==> src/rtl/sync_fifo_pkg.sv <==
// sync_fifo_flex shared definitions
// default geometry and read-mode encoding
package sync_fifo_pkg;

   localparam int DEF_WIDTH = 8;
   localparam int DEF_DEPTH = 16;

   typedef enum logic {
      FIFO_STD  = 1'b0,
      FIFO_FWFT = 1'b1
   } fifo_mode_e;

endpackage

==> src/rtl/fifo_mem.sv <==
// fifo_mem: 1W/1R storage array
// read port is registered (std) or combinational (fwft)
module fifo_mem
   import sync_fifo_pkg::*;
#(
   parameter int WIDTH = DEF_WIDTH,
   parameter int DEPTH = DEF_DEPTH,
   parameter int FWFT  = 0,
   localparam int AW   = $clog2(DEPTH)
) (
   input  logic             clk,
   input  logic             rst_n,
   input  logic             we,
   input  logic [AW-1:0]    waddr,
   input  logic [WIDTH-1:0] wdata,
   input  logic             re,
   input  logic [AW-1:0]    raddr,
   output logic [WIDTH-1:0] rdata
);

   logic [WIDTH-1:0] mem [DEPTH];

   // storage write; contents are deliberately not reset
   always_ff @(posedge clk) begin
      if (we) mem[waddr] <= wdata;
   end

   if (FWFT == int'(FIFO_FWFT)) begin : g_fwft
      assign rdata = mem[raddr];
   end else begin : g_std
      logic [WIDTH-1:0] rdata_q;
      // registered read, holds between pops
      always_ff @(posedge clk or negedge rst_n) begin
         if (!rst_n)  rdata_q <= '0;
         else if (re) rdata_q <= mem[raddr];
      end
      assign rdata = rdata_q;
   end

endmodule

==> src/rtl/sync_fifo_flex.sv <==
// sync_fifo_flex: single-clock FIFO
// pointer, status and sticky error logic around fifo_mem
module sync_fifo_flex
   import sync_fifo_pkg::*;
#(
   parameter int WIDTH     = DEF_WIDTH,
   parameter int DEPTH     = DEF_DEPTH,
   parameter int AF_THRESH = DEPTH - 2,
   parameter int AE_THRESH = 2,
   parameter int FWFT      = 0,
   localparam int PTR_WIDTH = $clog2(DEPTH)
) (
   input  logic               clk,
   input  logic               rst_n,
   input  logic               wr_en,
   input  logic [WIDTH-1:0]   wdata,
   input  logic               rd_en,
   input  logic               err_clr,
   output logic [WIDTH-1:0]   rdata,
   output logic               rd_valid,
   output logic               full,
   output logic               empty,
   output logic               almost_full,
   output logic               almost_empty,
   output logic [PTR_WIDTH:0] count,
   output logic               overflow,
   output logic               underflow
);

   localparam logic [PTR_WIDTH:0] FULL_CNT = (PTR_WIDTH+1)'(DEPTH);
   localparam logic [PTR_WIDTH:0] AF_CNT   = (PTR_WIDTH+1)'(AF_THRESH);
   localparam logic [PTR_WIDTH:0] AE_CNT   = (PTR_WIDTH+1)'(AE_THRESH);
   localparam bit IS_FWFT = (FWFT == int'(FIFO_FWFT));

   logic [PTR_WIDTH:0] wptr, rptr;
   logic [WIDTH-1:0]   mem_rdata;
   logic               wr_acc, rd_acc;
   logic               rd_valid_q;

   // status is a pure function of the registered pointers
   assign count        = wptr - rptr;
   assign full         = (count == FULL_CNT);
   assign empty        = (count == '0);
   assign almost_full  = (count >= AF_CNT);
   assign almost_empty = (count <= AE_CNT);

   // a pop frees a slot, so a full FIFO may still take a write
   assign rd_acc = rd_en && !empty;
   assign wr_acc = wr_en && (!full || rd_acc);

   // pointer advance, wrapping at 2*DEPTH
   always_ff @(posedge clk or negedge rst_n) begin
      if (!rst_n) begin
         wptr <= '0;
         rptr <= '0;
      end else begin
         if (wr_acc) wptr <= wptr + 1'b1;
         if (rd_acc) rptr <= rptr + 1'b1;
      end
   end

   // sticky errors; a new rejection beats err_clr
   always_ff @(posedge clk or negedge rst_n) begin
      if (!rst_n) begin
         overflow  <= 1'b0;
         underflow <= 1'b0;
      end else begin
         if (wr_en && !wr_acc) overflow <= 1'b1;
         else if (err_clr)     overflow <= 1'b0;
         if (rd_en && !rd_acc) underflow <= 1'b1;
         else if (err_clr)     underflow <= 1'b0;
      end
   end

   // one-cycle valid strobe following each standard-mode pop
   always_ff @(posedge clk or negedge rst_n) begin
      if (!rst_n) rd_valid_q <= 1'b0;
      else        rd_valid_q <= rd_acc && !IS_FWFT;
   end

   assign rd_valid = IS_FWFT ? !empty : rd_valid_q;
   assign rdata    = (IS_FWFT && empty) ? '0 : mem_rdata;

   fifo_mem #(
      .WIDTH (WIDTH),
      .DEPTH (DEPTH),
      .FWFT  (FWFT)
   ) u_mem (
      .clk   (clk),
      .rst_n (rst_n),
      .we    (wr_acc),
      .waddr (wptr[PTR_WIDTH-1:0]),
      .wdata (wdata),
      .re    (rd_acc),
      .raddr (rptr[PTR_WIDTH-1:0]),
      .rdata (mem_rdata)
   );

endmodule

==> config.mk <==
export PLATFORM = sky130hd
export DESIGN_NAME = sync_fifo_flex
export DESIGN_NICKNAME = d
export VERILOG_FILES = /design/src/rtl/sync_fifo_pkg.sv /design/src/rtl/fifo_mem.sv /design/src/rtl/sync_fifo_flex.sv
export SDC_FILE = /design/constraint.sdc
export NUM_CORES = 1
export LEC_CHECK = 0
export BUFFER_PORTS_ARGS = -buffer_cell sky130_fd_sc_hd__buf_2
export CORE_MARGIN = 4
export CORE_UTILIZATION = 54
export DETAILED_ROUTE_END_ITERATION = 16
export PLACE_DENSITY = 0.8
export SLEW_MARGIN = 30
export SYNTH_ARGS = -nofsm -noshare
export SYNTH_HDL_FRONTEND = slang
export SYNTH_SLANG_ARGS = --single-unit
==> constraint.sdc <==
create_clock -name clk -period 4.12 [get_ports clk]
set_input_delay 0.824 -clock clk [delete_from_list [all_inputs] [get_ports clk]]
set_output_delay 0.824 -clock clk [all_outputs]
set_load 0.05 [all_outputs]
==> impl_metrics.env, run 1 <==
export IMPL_status="finished clean"
export IMPL_num_rows=38
export IMPL_dieArea_sq_mm=0.01294
export IMPL_required_ns=3.30
export IMPL_synth_cells=321
export IMPL_ys_types=39
export IMPL_die_w_microns=113.7
export IMPL_fin_nets=388
export IMPL_ys_ff_latch=149
export IMPL_drv_slew=0
export IMPL_gp_congestion=0.8676
export IMPL_drive_gt1_share_pct=28.31
export IMPL_dp_hpwl_microns=7672
export IMPL_cts_resized_gates=0
export IMPL_num_io_pins=33
export IMPL_fmax_mhz=265.8
export IMPL_synth_cell_area_sq_mm=0.006038
export IMPL_final_cell_mix="128 x edfxtp_1, 32 x mux4_2, 32 x buf_2"
export IMPL_cap_viol_max_count=0
export IMPL_critPathKind="register to primary output"
export IMPL_preCtsSetupSlack_ns=0.8679
export IMPL_cts_hold_buf=0
export IMPL_tightestPinTransition_ns=0.9354
export IMPL_fillers=722
export IMPL_die_y_microns=113.7
export IMPL_max_stage_delay_ns=0.43
export IMPL_grt_first_pass_wirelength_microns=18600
export IMPL_cts_setup_buffers=0
export IMPL_cts_buffers=17
export IMPL_slew_headroom_pct=37.41
export IMPL_antenna_left=0
export IMPL_arrival_ns=2.94
export IMPL_syn2layout_area_growth_pct=14.19
export IMPL_h_tree_depth=4
export IMPL_clock_skew_ns=0.008146
export IMPL_portBuffers=32
export IMPL_worstSkewPairLatency_ns=0.51
export IMPL_synth_seq_area_share_pct=72.36
export IMPL_ctsRootBufferMaster="clkbuf_8"
export IMPL_hold_violations=0
export IMPL_cp_cell_sequence="inv_1 > ha_1 > fa_1 > nand2b_1 > a21oi_1 > xor2_2 > inv_2 > a2111oi_2 > buf_2"
export IMPL_period_share_pct=91.33
export IMPL_antenna_found_initial=0
export IMPL_cp_end_kind="primary output"
export IMPL_drc=0
export IMPL_drt_iter0_drc=296
export IMPL_cts_tree="built"
export IMPL_num_antenna_cells=0
export IMPL_final_common_cell="edfxtp_1"
export IMPL_clk_path_buf_depth=2
export IMPL_setup_ws_ns=0.3572
export IMPL_rsz0062_at_grt="false"
export IMPL_setup_violations=0
export IMPL_start_util_pct=55.46
export IMPL_drt_first_pass_iters=5
export IMPL_syn_mean_instance_area_sq_um=18.81
export IMPL_grt_pass1_vias=3118
export IMPL_tns_ns=0
export IMPL_clk_pin_slew_ns=0.06
export IMPL_viasPerCell=6.002
export IMPL_coreArea_sq_mm=0.01089
export IMPL_overflow=0
export IMPL_cp_slowest_cell="dfrtp_1"
export IMPL_min_path_type="input pin to async pin"
export IMPL_totalWireLength_microns=11900
export IMPL_grt_usage_pct=19.73
export IMPL_synth_fp_nets=344
export IMPL_clock_sinks=149
export IMPL_via_count=3109
export IMPL_crit_path_max_fanout=8
export IMPL_yosys_warnings=0
export IMPL_grt_max_degree=37
export IMPL_wl_per_cell_microns=22.97
export IMPL_cp_start_kind="register"
export IMPL_period_minus_slack_ns=3.763
-- per-stage QoR --
step	instances	hold WS, ns	area [sq um]	util [%]
finish	518	0.2767	6895	63.33
global route	518	0.2994	6895	63.33
CTS	518	0.2877	6895	63.33
detailed placement	486	0.4761	6364	58.45
global placement	486	0.4695	6364	58.45
floorplan	321	0.4652	6045	-
-- cell usage after synthesis --
cell type  number  share of area [%]
and3_1          2               0.21
and4_1          1               0.15
a22o_1          2               0.29
a21oi_1         2               0.17
buf_1           1              0.062
buf_6           1               0.19
nand3_1         5               0.41
o31ai_1         1               0.12
nand2_1        13               0.81
mux2i_1         1               0.17
nor2b_1         1               0.10
inv_1          11               0.68
inv_2           1              0.062
buf_2           5               0.41
o31ai_2         2               0.41
mux2_1          7                1.3
a2111oi_0       1               0.15
edfxtp_1      128                 64
nor4_1          1               0.10
dfrtp_1        21                8.7
ha_1            9                1.9
o211ai_1        1               0.12
nand2b_1        1               0.10
xor2_2          1               0.27
nor3_1          3               0.25
xor2_1          2               0.29
o21ai_0         1              0.083
nand3b_1        1               0.12
a31o_2          1               0.15
fa_1            1               0.33
clkbuf_1        6               0.37
o311ai_1        3               0.44
xnor2_1         9                1.3
mux4_2         32                 12
o21ai_2         1               0.15
nor2_1         22                1.4
a22oi_1        16                2.0
o2111ai_1       1               0.15
mux2_2          3               0.56
-- cell families after synthesis --
| family | share of synthesized area [%] |
|---|---|
| flops | 72.36 |
| simple gates | 3.626 |
| mux | 13.97 |
| compound gates | 4.207 |
| buf+inv | 1.782 |
| xor+xnor | 1.865 |
| fa+ha+maj | 2.196 |
-- state kept, by name (all words and copies together), names as in the netlist --
signal / count
overflow: 1
rd_valid: 1
rptr: 5
u_mem.mem: 128
u_mem.rdata: 8
underflow: 1
wptr: 5
-- worst paths after layout --
kind,cells after the start,startpoint,endpoint,slack (ns)
min reg2reg,1,u_mem.rdata[3],u_mem.rdata[3],0.48
min in group clk,1,u_mem.rdata[3],u_mem.rdata[3],0.48
min,1,rst_n,rptr[1],0.28
max,9,wptr[0],almost_empty,0.36
max reg2reg,9,wptr[0],u_mem.mem[4][6],0.85
max in group asynchronous,1,rst_n,rptr[0],3.49
-- metal layers --
layer | share of wire, % | GRT usage [%] | vias to the layer above
li1 | - | - | 1372
met1 | 43 | 28.23 | 1589
met2 | 50 | 30.66 | 134
met3 | 6.0 | 4.350 | 14
met4 | 1.2 | 6.490 | 0
met5 | 0 | 0 | -
-- cell type report --
type | instances | area (sq um) | area share [%]
clock buffer | 20 | 425.4 | 6.169
clock inverter | 12 | 106.4 | 1.542
inverter | 12 | 45.04 | 0.6532
multi-input combinational | 147 | 1568 | 22.74
sequential | 149 | 4370 | 63.38
tap | 140 | 175.2 | 2.540
timing repair buffer | 38 | 205.2 | 2.976
-- critical path: cells and delay by family, from the launching register on --
| family | cells | cell delay [ns] |
|---|---|---|
| AO/OA/AOI/OAI | 2 | 0.50 |
| XOR/XNOR | 1 | 0.20 |
| adder cells (fa/ha/maj) | 2 | 0.61 |
| buffers and inverters | 3 | 0.53 |
| flip-flops | 1 | 0.43 |
| AND/OR/NAND/NOR | 1 | 0.16 |
Power of run 1 is not shown: default switching activity piles up to over one toggle a cycle in this logic, so the estimate is an artifact.
==> run 2, diff against run 1 <==
CORE_UTILIZATION = 25   (was 54)
PLACE_DENSITY = 0.47   (was 0.8)
==> run 2 against run 1 <==
Largest cell class unchanged. Utilization shrank 33 points. Sequential cell count did not move. Via count fell by 2.5%. Critical path type unchanged. Critical endpoint unchanged. Die area is 110% higher. Final area increased by 4.9%. Cell count is 35% higher. Register-to-register slack got worse by 0.13 ns. Highest routed layer unchanged. Clock skew increased by 0.0040 ns.
==> impl_metrics.env, run 2 (synthesis gave the netlist of run 1 again) <==
export IMPL_clock_sinks=149
export IMPL_drive_gt1_share_pct=29.84
export IMPL_crit_path_max_fanout=8
export IMPL_fmax_mhz=267.3
export IMPL_arrival_ns=2.92
export IMPL_grt_first_pass_wirelength_microns=20390
export IMPL_die_w_microns=163.4
export IMPL_ctsRootBufferMaster="clkbuf_16"
export IMPL_grt_pass1_vias=3227
export IMPL_cts_setup_buffers=0
export IMPL_max_stage_delay_ns=0.42
export IMPL_rsz0062_at_grt="false"
export IMPL_clock_skew_ns=0.01213
export IMPL_cp_cell_sequence="inv_1 > ha_1 > fa_1 > nand2b_1 > a21oi_1 > xor2_2 > inv_2 > a2111oi_2 > buf_2"
export IMPL_num_rows=56
export IMPL_gp_congestion=0.8049
export IMPL_overflow=0
export IMPL_final_common_cell="edfxtp_1"
export IMPL_required_ns=3.30
export IMPL_die_y_microns=163.4
export IMPL_drv_slew=0
export IMPL_viasPerCell=4.324
export IMPL_status="finished clean"
export IMPL_cp_start_kind="register"
export IMPL_wl_per_cell_microns=18.83
export IMPL_largest_reg_flops=128
export IMPL_clk_path_buf_depth=2
export IMPL_drc=0
export IMPL_drt_first_pass_iters=6
export IMPL_cp_slowest_cell="dfrtp_1"
export IMPL_cts_hold_buf=0
export IMPL_grt_usage_pct=10.51
export IMPL_portBuffers=32
export IMPL_coreArea_sq_mm=0.02361
export IMPL_grt_max_degree=37
export IMPL_antenna_found_initial=0
export IMPL_period_minus_slack_ns=3.741
export IMPL_num_antenna_cells=0
export IMPL_critPathKind="register to primary output"
export IMPL_syn2layout_area_growth_pct=19.77
export IMPL_multi_input_area_sq_mm=0.001568
export IMPL_cts_buffers=17
export IMPL_final_cell_mix="128 x edfxtp_1, 32 x mux4_2, 32 x buf_2"
export IMPL_setup_violations=0
export IMPL_post_dp_cell_area_sq_mm=0.006618
export IMPL_start_util_pct=25.57
export IMPL_finalInstanceArea_sq_mm=0.007232
export IMPL_hold_violations=0
export IMPL_num_io_pins=33
export IMPL_cts_resized_gates=0
export IMPL_worstRegToRegCells=8
export IMPL_worstSkewPairLatency_ns=0.41
export IMPL_min_path_type="input pin to async pin"
export IMPL_cts_tree="built"
export IMPL_via_count=3031
export IMPL_cap_viol_max_count=0
export IMPL_h_tree_depth=4
export IMPL_drt_iter0_drc=197
export IMPL_largest_register="u_mem.mem"
export IMPL_fillers=2320
export IMPL_totalWireLength_microns=13200
export IMPL_regArea_sq_mm=0.004370
export IMPL_tns_ns=0
export IMPL_antenna_left=0
export IMPL_period_share_pct=90.80
export IMPL_dp_hpwl_microns=9027
export IMPL_fin_nets=392
export IMPL_dieArea_sq_mm=0.02670
export IMPL_clk_pin_slew_ns=0.06
export IMPL_tightestPinTransition_ns=0.9201
export IMPL_slew_headroom_pct=38.44
export IMPL_cp_end_kind="primary output"
export IMPL_r2r_slack_ns=0.72
## run 2: cell type report
cell class / count / share of cell area [%]
Timing Repair Buffer: 42 / 3.253
Clock inverter: 12 / 2.457
Clock buffer: 20 / 6.038
Tap cell: 319 / 5.519
Inverter: 12 / 0.6228
Sequential cell: 149 / 60.43
Multi-Input combinational cell: 147 / 21.68
## run 2: worst paths after layout
check,start,to
min reg2reg,u_mem.rdata[1],u_mem.rdata[1]
max in group asynchronous,rst_n,rptr[0]
min in group clk,u_mem.rdata[1],u_mem.rdata[1]
max reg2reg,wptr[0],u_mem.mem[8][6]
max,wptr[0],almost_empty
min,rst_n,wptr[3]
## run 2: through the flow
stage / setup WS (ns) / cells / hold slack (ns) / utilization, %
floorplan: 0.1802 / 321 / 0.4652 / -
global placement: 0.8637 / 669 / 0.4689 / 28.03
detailed placement: 0.6685 / 669 / 0.4762 / 28.03
CTS: 0.3306 / 701 / 0.3874 / 30.63
global route: 0.2353 / 701 / 0.4191 / 30.63
finish: 0.3790 / 701 / 0.3904 / 30.63
## run 2: worst max-delay path: cells and delay by family, from the launching register on
| family | cells | cell delay (ns) |
|---|---|---|
| DFF | 1 | 0.42 |
| buffers and inverters | 3 | 0.56 |
| AOI/OAI and AO/OA | 2 | 0.53 |
| adders and majority gates | 2 | 0.62 |
| xor gates and xnor gates | 1 | 0.20 |
| and+or+nand+nor | 1 | 0.18 |
## run 2: routing by layer
layer / share of wire, % / global-route usage (%) / vias to the layer above
li1: - / - / 1382
met1: 46 / 14.04 / 1576
met2: 49 / 16.51 / 61
met3: 3.5 / 2.902 / 12
met4: 1.7 / 3.774 / 0
met5: 0 / 0 / -
Power of run 2 is left out for the same reason.
